$ cat src/rtl/rf_write_arbiter_if.sv
`timescale 1ns/1ps
// Purpose: bundles the two writeback request ports and the regfile write port.
// Latency: none (wires only).
// Backpressure: r0/r1 driven by the arbiter; requesters hold v/a/d until ready.
// Ports: v0/a0/d0/r0 pipeline writeback, v1/a1/d1/r1 multi-cycle unit,
//        we3/a3/wd3 regfile write port, starve debug flag.
interface rf_write_arbiter_if #(
    parameter int DW = 32,
    parameter int AW = 5
);
    logic          v0;
    logic [AW-1:0] a0;
    logic [DW-1:0] d0;
    logic          r0;
    logic          v1;
    logic [AW-1:0] a1;
    logic [DW-1:0] d1;
    logic          r1;
    logic          we3;
    logic [AW-1:0] a3;
    logic [DW-1:0] wd3;
    logic          starve;

    // Arbiter side.
    modport slave (
        input  v0, a0, d0, v1, a1, d1,
        output r0, r1, we3, a3, wd3, starve
    );

    // Requester / regfile side.
    modport master (
        output v0, a0, d0, v1, a1, d1,
        input  r0, r1, we3, a3, wd3, starve
    );
endinterface

$ cat src/rtl/rf_write_arbiter.sv
`timescale 1ns/1ps
// Purpose: shares the regfile write port between pipeline writeback (port 0) and a multi-cycle unit (port 1).
// Latency: one cycle from accepted request to we3/a3/wd3; regfile commits on the edge after that.
// Backpressure: port 0 wins by default; port 1 is escalated after MAX_WAIT blocked cycles.
// Ports: clk, rst (async active-low), bus (slave modport: v/a/d/r per requester, we3/a3/wd3, starve).
module rf_write_arbiter #(
    parameter int DW       = 32,
    parameter int AW       = 5,
    parameter int MAX_WAIT = 4
) (
    input  logic                 clk,
    input  logic                 rst,
    rf_write_arbiter_if.slave    bus
);

    localparam logic [3:0] MAX_W = 4'(MAX_WAIT);

    typedef enum logic {NORMAL, STARVE} state_t;

    state_t        state;
    logic [3:0]    cnt;
    logic [3:0]    cnt_nxt;
    logic          r0;
    logic          r1;
    logic          xfer0;
    logic          xfer1;
    logic          we3_q;
    logic [AW-1:0] a3_q;
    logic [DW-1:0] wd3_q;

    // Ready depends only on the other port's valid and the FSM state, so the
    // two grants are mutually exclusive by construction.
    always_comb begin
        r0 = 1'b1;
        r1 = 1'b1;
        if (state == NORMAL) begin
            r0 = 1'b1;
            r1 = ~bus.v0;
        end else begin
            r0 = ~bus.v1;
            r1 = 1'b1;
        end
    end

    assign xfer0 = bus.v0 & r0;
    assign xfer1 = bus.v1 & r1;

    // Blocked-cycle counter for port 1, saturating at MAX_WAIT.
    always_comb begin
        cnt_nxt = cnt;
        if (!bus.v1 || xfer1)
            cnt_nxt = 4'd0;
        else if (!r1 && cnt < MAX_W)
            cnt_nxt = cnt + 4'd1;
    end

    always_ff @(posedge clk or negedge rst) begin
        if (!rst) begin
            state <= NORMAL;
            cnt   <= 4'd0;
            we3_q <= 1'b0;
            a3_q  <= '0;
            wd3_q <= '0;
        end else begin
            cnt <= cnt_nxt;

            // Register 0 writes are accepted but never enabled; a3/wd3 still track them.
            if (xfer0) begin
                we3_q <= |bus.a0;
                a3_q  <= bus.a0;
                wd3_q <= bus.d0;
            end else if (xfer1) begin
                we3_q <= |bus.a1;
                a3_q  <= bus.a1;
                wd3_q <= bus.d1;
            end else begin
                we3_q <= 1'b0;
            end

            case (state)
                NORMAL: if (cnt_nxt == MAX_W) state <= STARVE;
                STARVE: if (!bus.v1 || xfer1) state <= NORMAL;
                default: state <= NORMAL;
            endcase
        end
    end

    assign bus.r0     = r0;
    assign bus.r1     = r1;
    assign bus.we3    = we3_q;
    assign bus.a3     = a3_q;
    assign bus.wd3    = wd3_q;
    assign bus.starve = (state == STARVE);

endmodule

$ cat src/flat_wrapper.sv
// flat-port wrapper written by rule: the top's interface ports become plain ports
module rf_write_arbiter_flat 
#(
    parameter int DW       = 32,
    parameter int AW       = 5,
    parameter int MAX_WAIT = 4
)
  (clk, rst, bus_v0, bus_a0, bus_d0, bus_v1, bus_a1, bus_d1, bus_r0, bus_r1, bus_we3, bus_a3, bus_wd3, bus_starve);
  rf_write_arbiter_if #(.DW(DW), .AW(AW)) bus_i ();
  input  logic clk;
  input  logic rst;
  input wire logic [$bits(bus_i.v0)-1:0] bus_v0;
  input wire logic [$bits(bus_i.a0)-1:0] bus_a0;
  input wire logic [$bits(bus_i.d0)-1:0] bus_d0;
  input wire logic [$bits(bus_i.v1)-1:0] bus_v1;
  input wire logic [$bits(bus_i.a1)-1:0] bus_a1;
  input wire logic [$bits(bus_i.d1)-1:0] bus_d1;
  output wire logic [$bits(bus_i.r0)-1:0] bus_r0;
  output wire logic [$bits(bus_i.r1)-1:0] bus_r1;
  output wire logic [$bits(bus_i.we3)-1:0] bus_we3;
  output wire logic [$bits(bus_i.a3)-1:0] bus_a3;
  output wire logic [$bits(bus_i.wd3)-1:0] bus_wd3;
  output wire logic [$bits(bus_i.starve)-1:0] bus_starve;
  assign bus_i.v0 = bus_v0;
  assign bus_i.a0 = bus_a0;
  assign bus_i.d0 = bus_d0;
  assign bus_i.v1 = bus_v1;
  assign bus_i.a1 = bus_a1;
  assign bus_i.d1 = bus_d1;
  assign bus_r0 = bus_i.r0;
  assign bus_r1 = bus_i.r1;
  assign bus_we3 = bus_i.we3;
  assign bus_a3 = bus_i.a3;
  assign bus_wd3 = bus_i.wd3;
  assign bus_starve = bus_i.starve;
  rf_write_arbiter #(.DW(DW), .AW(AW), .MAX_WAIT(MAX_WAIT)) u_core (.clk(clk), .rst(rst), .bus(bus_i));
endmodule
$ cat config.mk
export PLATFORM = sky130hd
export DESIGN_NAME = rf_write_arbiter_flat
export DESIGN_NICKNAME = d
export VERILOG_FILES = /design/src/rtl/rf_write_arbiter_if.sv /design/src/rtl/rf_write_arbiter.sv /design/src/flat_wrapper.sv
export SDC_FILE = /design/constraint.sdc
export NUM_CORES = 1
export LEC_CHECK = 0
export CORE_MARGIN = 5
export CORE_UTILIZATION = 37
export CTS_CLUSTER_SIZE = 40
export DETAILED_ROUTE_END_ITERATION = 8
export HOLD_SLACK_MARGIN = 0.1
export PLACE_DENSITY = 0.77
export SLEW_MARGIN = 40
export SYNTH_ARGS = -nofsm -noshare
export SYNTH_HDL_FRONTEND = slang
export SYNTH_SLANG_ARGS = --single-unit
$ cat constraint.sdc
create_clock -name clk -period 1.42 [get_ports clk]
set_clock_uncertainty 0.05 [all_clocks]
set_input_delay 0.355 -clock clk [delete_from_list [all_inputs] [get_ports clk]]
set_output_delay 0.355 -clock clk [all_outputs]
set_load 0.05 [all_outputs]
* Word-level counts from Yosys, hierarchy flattened
Cells that the tools add are included.
** Word-level totals
- Flip-flop bits (word level) :: 43
- Output and inout bits :: 41
** Cells by class
- Add/subtract/negate cells :: 1
- Magnitude comparators :: 1
- Equal/unequal tests :: 1
- Mux-type cells :: 13
- Bitwise logic cells :: 5
- Reduce and logical (&&, ||, !) cells :: 7
** Operator list (count)
- 2-to-1 mux 32 bit :: 2
- 2-to-1 mux 5 bit :: 2
- OR reduction 5 bit :: 2
- 2-to-1 mux 4 bit :: 2
- 2-to-1 mux 1 bit :: 6
- adder 4 x 1 -> 4 bit, second input constant :: 1
- equality test 4 x 3 -> 1 bit, second input constant :: 1
- < comparator 4 x 3 -> 1 bit, second input constant :: 1
- inverter 1 bit :: 3
- AND 1 bit :: 2
- zero test 1 bit :: 2
- one-hot mux 1 bit (2 select lines) :: 1
- nonzero test 2 bit :: 1
- logical AND 1 bit :: 1
- logical OR 1 bit :: 1

* Logic depth before layout (Yosys ltp)
Gate-level depths: netlist of the first run.
- Depth in word-level cells :: 9
- Gate-level depth with buffers :: 7
- Gate-level depth less buffers :: 4

* Worst setup path after synthesis of the first run
No wires, ideal clock.
- Path type :: flip-flop to flip-flop
- From :: reg u_core.state (netlist: u_core.bus.starve)
- To :: reg u_core.a3_q[1] (netlist: u_core.bus.a3[1])
- Arrival time :: 1.708 ns
- Required time :: 1.247 ns
- Setup slack :: -0.461 ns
- Stages on the path, launching flop included :: 8
- Buffers on the path :: 4
- Period minus slack after synthesis :: 1.881 ns
- Cell sequence :: dfrtp_1 buf_4 nand2b_1 buf_4 nand2_2 buf_6 buf_6 o221a_2
** On the way
- Cells in the longest elaborated chain, start to end :: 3
- Elaborated cells on any way between the ends :: 6
** RTL lines
- start: declaration :: RTL line rf_write_arbiter.sv:20 : state_t state;
- start signal: assignment :: RTL line rf_write_arbiter.sv:59 : state <= NORMAL;
- start signal: assignment :: RTL line rf_write_arbiter.sv:81 : NORMAL: if (cnt_nxt == MAX_W) state <= STARVE;
- start signal: assignment :: RTL line rf_write_arbiter.sv:82 : STARVE: if (!bus.v1 || xfer1) state <= NORMAL;
- 2-to-1 mux 1 bit :: RTL line rf_write_arbiter.sv:36 : if (state == NORMAL) begin
- via bus_r1 :: RTL line flat_wrapper.sv:19 : output wire logic [$bits(bus_i.r1)-1:0] bus_r1;
- AND 1 bit :: RTL line rf_write_arbiter.sv:46 : assign xfer1 = bus.v1 & r1;
- nonzero test 2 bit (no source line)
- end signal: assignment :: RTL line rf_write_arbiter.sv:70 : a3_q <= bus.a0;
- end signal: assignment :: RTL line rf_write_arbiter.sv:74 : a3_q <= bus.a1;
- end: declaration :: RTL line rf_write_arbiter.sv:28 : logic [AW-1:0] a3_q;
The timed path passes the listed nets, and every way through them passes these cells.
A chain may end at the register's enable or synchronous reset.

* Final worst setup path of the first run
- From :: reg u_core.state (netlist: u_core.bus.starve)
- To :: out bus_r1
** On the way
- Cells in the longest elaborated chain, start to end :: 1
** RTL lines (RTL line)
- 2-to-1 mux 1 bit :: rf_write_arbiter.sv:36
- end: declaration :: flat_wrapper.sv:19
No other way between the ends.

==> flow_summary.json, run 1 <==
{
  "maxSlewHeadroom": 0.835,
  "p_seq_frac": 0.379,
  "finalSetupViolations": 2,
  "layout_setup_ws_ns": -0.0473,
  "ir_worst_vdd_mv": 0.425,
  "die_w_um": 91.8,
  "fin_crit_ns": 1.47,
  "antenna_found_initial": 0,
  "seq_area_mm2": 0.00108,
  "fin_nets": 441,
  "row_count": 29,
  "routed_wl_um": 7480,
  "clockBufferDepth": 2,
  "power.switching_mw": 1.28,
  "dp_slack_ns": -0.308,
  "hold_violations": 0,
  "io_buffers": 118,
  "start_util": 0.386,
  "cts_root_buf": "clkbuf_8",
  "dieArea_mm2": 0.00843,
  "p_int_mw": 2.58,
  "dr.pass1.iters": 4,
  "layout-drive-gt1-share": 0.377,
  "grt_pass1_wl_um": 12100,
  "avgSynthCellArea_um2": 10.7,
  "crit_type": "register to primary output",
  "crit_family": "flip-flops",
  "synth_edf_count": 0,
  "critPathRequiredTime_ns": 1.01,
  "core_mm2": 0.00642,
  "cp_cell_sequence": "nand2b_4, buf_12",
  "status": "complete, but fails checks",
  "reg2reg_depth": 5,
  "stdcell_count": 440,
  "grt_remaining_overflow": 0,
  "swShare": 0.332,
  "dpl.cell_count": 427,
  "drv_cap": 0,
  "worst_path_max_delay_cell": "dfrtp_2",
  "placed_area_mm2": 0.00426,
  "drt_iter0_markers": 70,
  "pin_count": 119,
  "dr_total_vias": 2339,
  "pwr-share-clk": 0.204,
  "dp_hpwl_um": 5520,
  "max_freq_ghz": 0.682,
  "leakage_nw": 1.88,
  "die_h_um": 91.8,
  "numClockSinks": 43,
  "hold_depth": 4,
  "async_flop_share": 1.00,
  "finish.instance_area_mm2": 0.00442,
  "nFillCells": 496,
  "synth_ff_type": "dfrtp_1",
  "grt_max_degree": 44,
  "grt_pass1_vias": 2416,
  "start_kind": "register",
  "antenna_cells": 0,
  "multi_input_area_mm2": 0.00131,
  "critPathCaptureType": "primary output",
  "drt-vias-per-instance": 5.32,
  "clk_pin_slew_ns": 0.08,
  "p_comb_frac": 0.417,
  "ant_nets": 0,
  "worst-path-buf-inv": 1,
  "synth_area_mm2": 0.00248,
  "cts_tree": "built",
  "tightest_slew_ns": 0.247,
  "cp.arrival_ns": 1.06,
  "synth_cell_types": 26,
  "synth_seq_cells": 43,
  "synthToLayoutAreaGrowth_pct": 78.6,
  "grt_use_total": 0.177,
  "clkLatencyLatePin_ns": 0.30,
  "worst-path-stages": 2,
  "violations": "negative setup slack",
  "cts_made_buffers": 5,
  "critPathMaxStageDelay_ns": 0.45,
  "synthCells": 231,
  "fin_crit_sh": 1.03,
  "drv_slew": 0,
  "whs_ns": 0.409,
  "hold_path.class": "input pin to register",
  "wl_per_cell_um": 17.0,
  "syn-num-nets": 310,
  "cts_max_level": 2,
  "rsz0062_at_grt": "true",
  "cp_max_fo": 5,
  "ys_seq_area_frac": 0.435,
  "power_density_mw_per_mm2": 873,
  "ys_warn_count": 0,
  "drc_errors": 0,
  "place_congestion": 0.777
}
==> registers in the layout, summed over array words and instances, names as in the netlist <==
name / flops
u_core.bus.wd3: 32
u_core.bus.starve: 1
u_core.bus.we3: 1
u_core.bus.a3: 5
u_core.cnt: 4
==> worst reg2reg max path, cell delays in order (launching register included) <==
cell      delay (ns)
dfrtp_2         0.42
nand2b_4        0.16
buf_4           0.13
nand2_4         0.05
buf_12          0.16
o221a_2         0.29
==> cells in the final DEF (no fill, tap or decap), types with 2 or more instances in the layout <==
master,Yosys,routed
or4_1,2,2
mux2_2,2,2
a211o_1,5,5
buf_4,3,18
clkbuf_8,0,5
dfrtp_1,43,42
a21o_1,32,32
or2_1,2,2
buf_6,3,4
o221a_1,15,15
nor2b_1,5,5
or2_2,30,30
o221a_2,22,22
nand2_1,3,3
nor2_1,5,4
buf_12,0,45
clkdlybuf4s50_1,0,72
dlymetal6s2s_1,0,2
a21oi_1,2,2
buf_2,7,3
nand2b_1,33,32
==> kinds of logic after synthesis <==
kind of cell | synth area share
muxes | 0.00909
AOI/OAI and AO/OA | 0.294
xor gates and xnor gates | 0.00354
and+or+nand+nor | 0.203
adders and majority gates | 0.00505
DFF | 0.435
buffers and inverters | 0.0505
==> layout make-up <==
type / count / share of cell area
clock buffer: 6 / 0.0164
clock inverter: 2 / 0.00283
inverter: 1 / 0.000849
multi-input combinational: 166 / 0.296
sequential: 43 / 0.244
tap: 77 / 0.0218
timing repair buffer: 145 / 0.419
==> synth_stat cells (3+ instances only) <==
cell type | n | area [um2]
nor2_1 | 5 | 18.8
a21o_1 | 32 | 240
o221a_1 | 15 | 169
a211o_1 | 5 | 43.8
nor2b_1 | 5 | 31.3
nand2_1 | 3 | 11.3
dfrtp_1 | 43 | 1080
o221a_2 | 22 | 248
nand2b_1 | 33 | 206
clkbuf_1 | 8 | 30.0
buf_4 | 3 | 22.5
or2_2 | 30 | 188
buf_2 | 7 | 35.0
buf_6 | 3 | 33.8
==> power by group through the flow <==
stage	registers [mW]	clock network [mW]	logic (mW)
floorplan	1.82	0	0.379
global placement	1.48	0	1.59
detailed placement	1.48	0	1.61
CTS	1.46	0.818	1.62
global route	1.48	0.861	1.69
finish	1.46	0.789	1.61
==> final timing paths <==
path | slack, ns | startpoint | endpoint
worst max register to register | 0.05 | u_core.bus.starve | u_core.bus.wd3[12]
worst min-delay path | 0.41 | bus_a0[0] | u_core.bus.we3
min in group asynchronous | 0.51 | rst | u_core.bus.wd3[7]
max in group asynchronous | 0.58 | rst | u_core.bus.starve
worst max-delay path | -0.05 | u_core.bus.starve | bus_r1
worst min register to register | 0.44 | u_core.cnt[3] | u_core.bus.starve
==> stage by stage <==
step | util | power [mW] | TNS, ns
6_report | 0.689 | 3.86 | -0.0936
4_1_cts | 0.682 | 3.90 | -0.107
3_5_place_dp | 0.663 | 3.10 | -2.02
5_1_grt | 0.689 | 4.03 | -0.254
3_3_place_gp | 0.663 | 3.07 | -1.77
2_1_floorplan | - | 2.20 | -6.27
==> routing by layer <==
layer	up-vias	GRT usage	part of all wire	wire, um
met3	9	0.0475	0.072	536
li1	1107	-	-	-
met2	88	0.301	0.50	3710
met4	0	0.0458	0.012	89
met5	-	0	0	0
met1	1135	0.223	0.42	3150
==> repair_timing <==
action                                  in CTS  in global routing
resized for setup                            2                  8
pin swaps                                    0                  4
endpoints found under the setup margin       3                  6
endpoints found under the hold margin       43                  0
buffers inserted                             3                  1
hold buffers                                 1                  0
(Power assumes the default switching activity.)
==> inputs of run 2 (changes only) <==
CORE_ASPECT_RATIO = 1.4   (was default)
==> flow_summary.json, run 2 (synthesis results as in run 1) <==
{
  "status": "complete, but fails checks",
  "violations": "negative setup slack",
  "grt_pass1_wl_um": 12300,
  "fin_nets": 445,
  "grt_max_degree": 44,
  "drv_slew": 0,
  "drt_iter0_markers": 86,
  "stdcell_count": 441,
  "cts_max_level": 2,
  "dieArea_mm2": 0.00845,
  "cts_made_buffers": 5,
  "cp_max_fo": 4,
  "tightest_slew_ns": 0.268,
  "critPathRequiredTime_ns": 1.01,
  "pin_count": 119,
  "dpl.cell_count": 429,
  "die_h_um": 107,
  "cts_tree": "built",
  "wl_per_cell_um": 17.8,
  "place_congestion": 0.840,
  "layout-drive-gt1-share": 0.379,
  "hold_path.class": "input pin to register",
  "die_w_um": 79.1,
  "core_mm2": 0.00657,
  "dr_total_vias": 2354,
  "reg2reg_depth": 3,
  "largest_reg_flops": 32,
  "clk_pin_slew_ns": 0.08,
  "fin_crit_ns": 1.44,
  "antenna_found_initial": 0,
  "cp.arrival_ns": 1.03,
  "hold_depth": 3,
  "grt_use_total": 0.184,
  "ant_nets": 0,
  "power_density_mw_per_mm2": 870,
  "clockBufferDepth": 2,
  "clkLatencyLatePin_ns": 0.29,
  "start_util": 0.377,
  "finalSetupViolations": 2,
  "maxSlewHeadroom": 0.819,
  "io_buffers": 118,
  "antenna_cells": 0,
  "leakage_nw": 1.92,
  "critPathCaptureType": "primary output",
  "grt_pass1_vias": 2561,
  "start_kind": "register",
  "crit_type": "register to primary output",
  "fin_crit_sh": 1.01,
  "row_count": 35,
  "dp_hpwl_um": 5920,
  "numClockSinks": 43,
  "hold_violations": 0,
  "dp_slack_ns": -0.317,
  "utilization": 0.676,
  "grt_remaining_overflow": 0,
  "drt-vias-per-instance": 5.34,
  "drv_cap": 0,
  "layout_setup_ws_ns": -0.0192,
  "max_freq_ghz": 0.695,
  "ir_worst_vdd_mv": 0.442,
  "routed_wl_um": 7850,
  "synthToLayoutAreaGrowth_pct": 79.2,
  "dr.pass1.iters": 4,
  "mostFrequentLayoutCell": "clkdlybuf4s50_1",
  "fin_setup_tns_ns": -0.0318,
  "rsz0062_at_grt": "true",
  "drc_errors": 0,
  "mostFrequentLayoutCells": "clkdlybuf4s50_1 (71), buf_12 (46), dfrtp_1 (42), nand2b_1 (32), a21o_1 (32)",
  "cts_root_buf": "clkbuf_8"
}
==> run 2: worst max-delay path, stage by stage, from the launching register on <==
cell and delay [ns]:
dfrtp_2 0.44, nand2b_4 0.16, buf_12 0.15
==> run 2: cell type report <==
cell class	instances	area (um2)
well taps	74	92.6
clock inverters	2	12.5
multi-input cells	166	1290
repair buffers	149	1890
fillers	507	2130
clock buffers	6	72.6
flip-flops and latches	43	1080
inverters	1	3.75
==> run 2: worst paths after layout <==
path	from	endpoint	slack, ns
hold / removal	bus_v1	u_core.bus.starve	0.38
max in group asynchronous	rst	u_core.bus.starve	0.57
setup / recovery	u_core.bus.starve	bus_r1	-0.02
hold reg to reg	u_core.cnt[3]	u_core.bus.starve	0.47
setup reg to reg	u_core.cnt[0]	u_core.bus.starve	0.03
min in group asynchronous	rst	u_core.bus.wd3[26]	0.52
==> run 2: metrics by stage <==
step,instance area [um2],total power [mW],hold slack (ns)
after global routing,4440,4.02,0.385
after floorplan,2510,2.20,0.00941
final,4440,3.86,0.378
after CTS,4420,3.90,0.360
after detailed placement,4300,3.12,0.304
after global placement,4300,3.09,0.298
==> run 2: report_power, final <==
group / internal, mW / total, mW / switching [mW]
sequential: 1.34 / 1.46 / 0.122
combinational: 0.910 / 1.63 / 0.721
clock: 0.344 / 0.770 / 0.426
==> run 2: routing by layer <==
| metal | vias to the layer above | GRT usage | routed length, um |
|---|---|---|---|
| li1 | 1115 | - | - |
| met1 | 1154 | 0.199 | 2960 |
| met2 | 77 | 0.354 | 4360 |
| met3 | 8 | 0.0336 | 421 |
| met4 | 0 | 0.0565 | 109 |
| met5 | - | 0 | 0 |
==> run 2: timing repair <==
| action | 4_1_cts | 5_1_grt |
|---|---|---|
| hold endpoints to repair | 43 | 0 |
| buffers inserted | 3 | 0 |
| resized for setup | 1 | 6 |
| setup endpoints to repair | 2 | 4 |
| pin swaps | 0 | 2 |
| hold buffers | 1 | 0 |
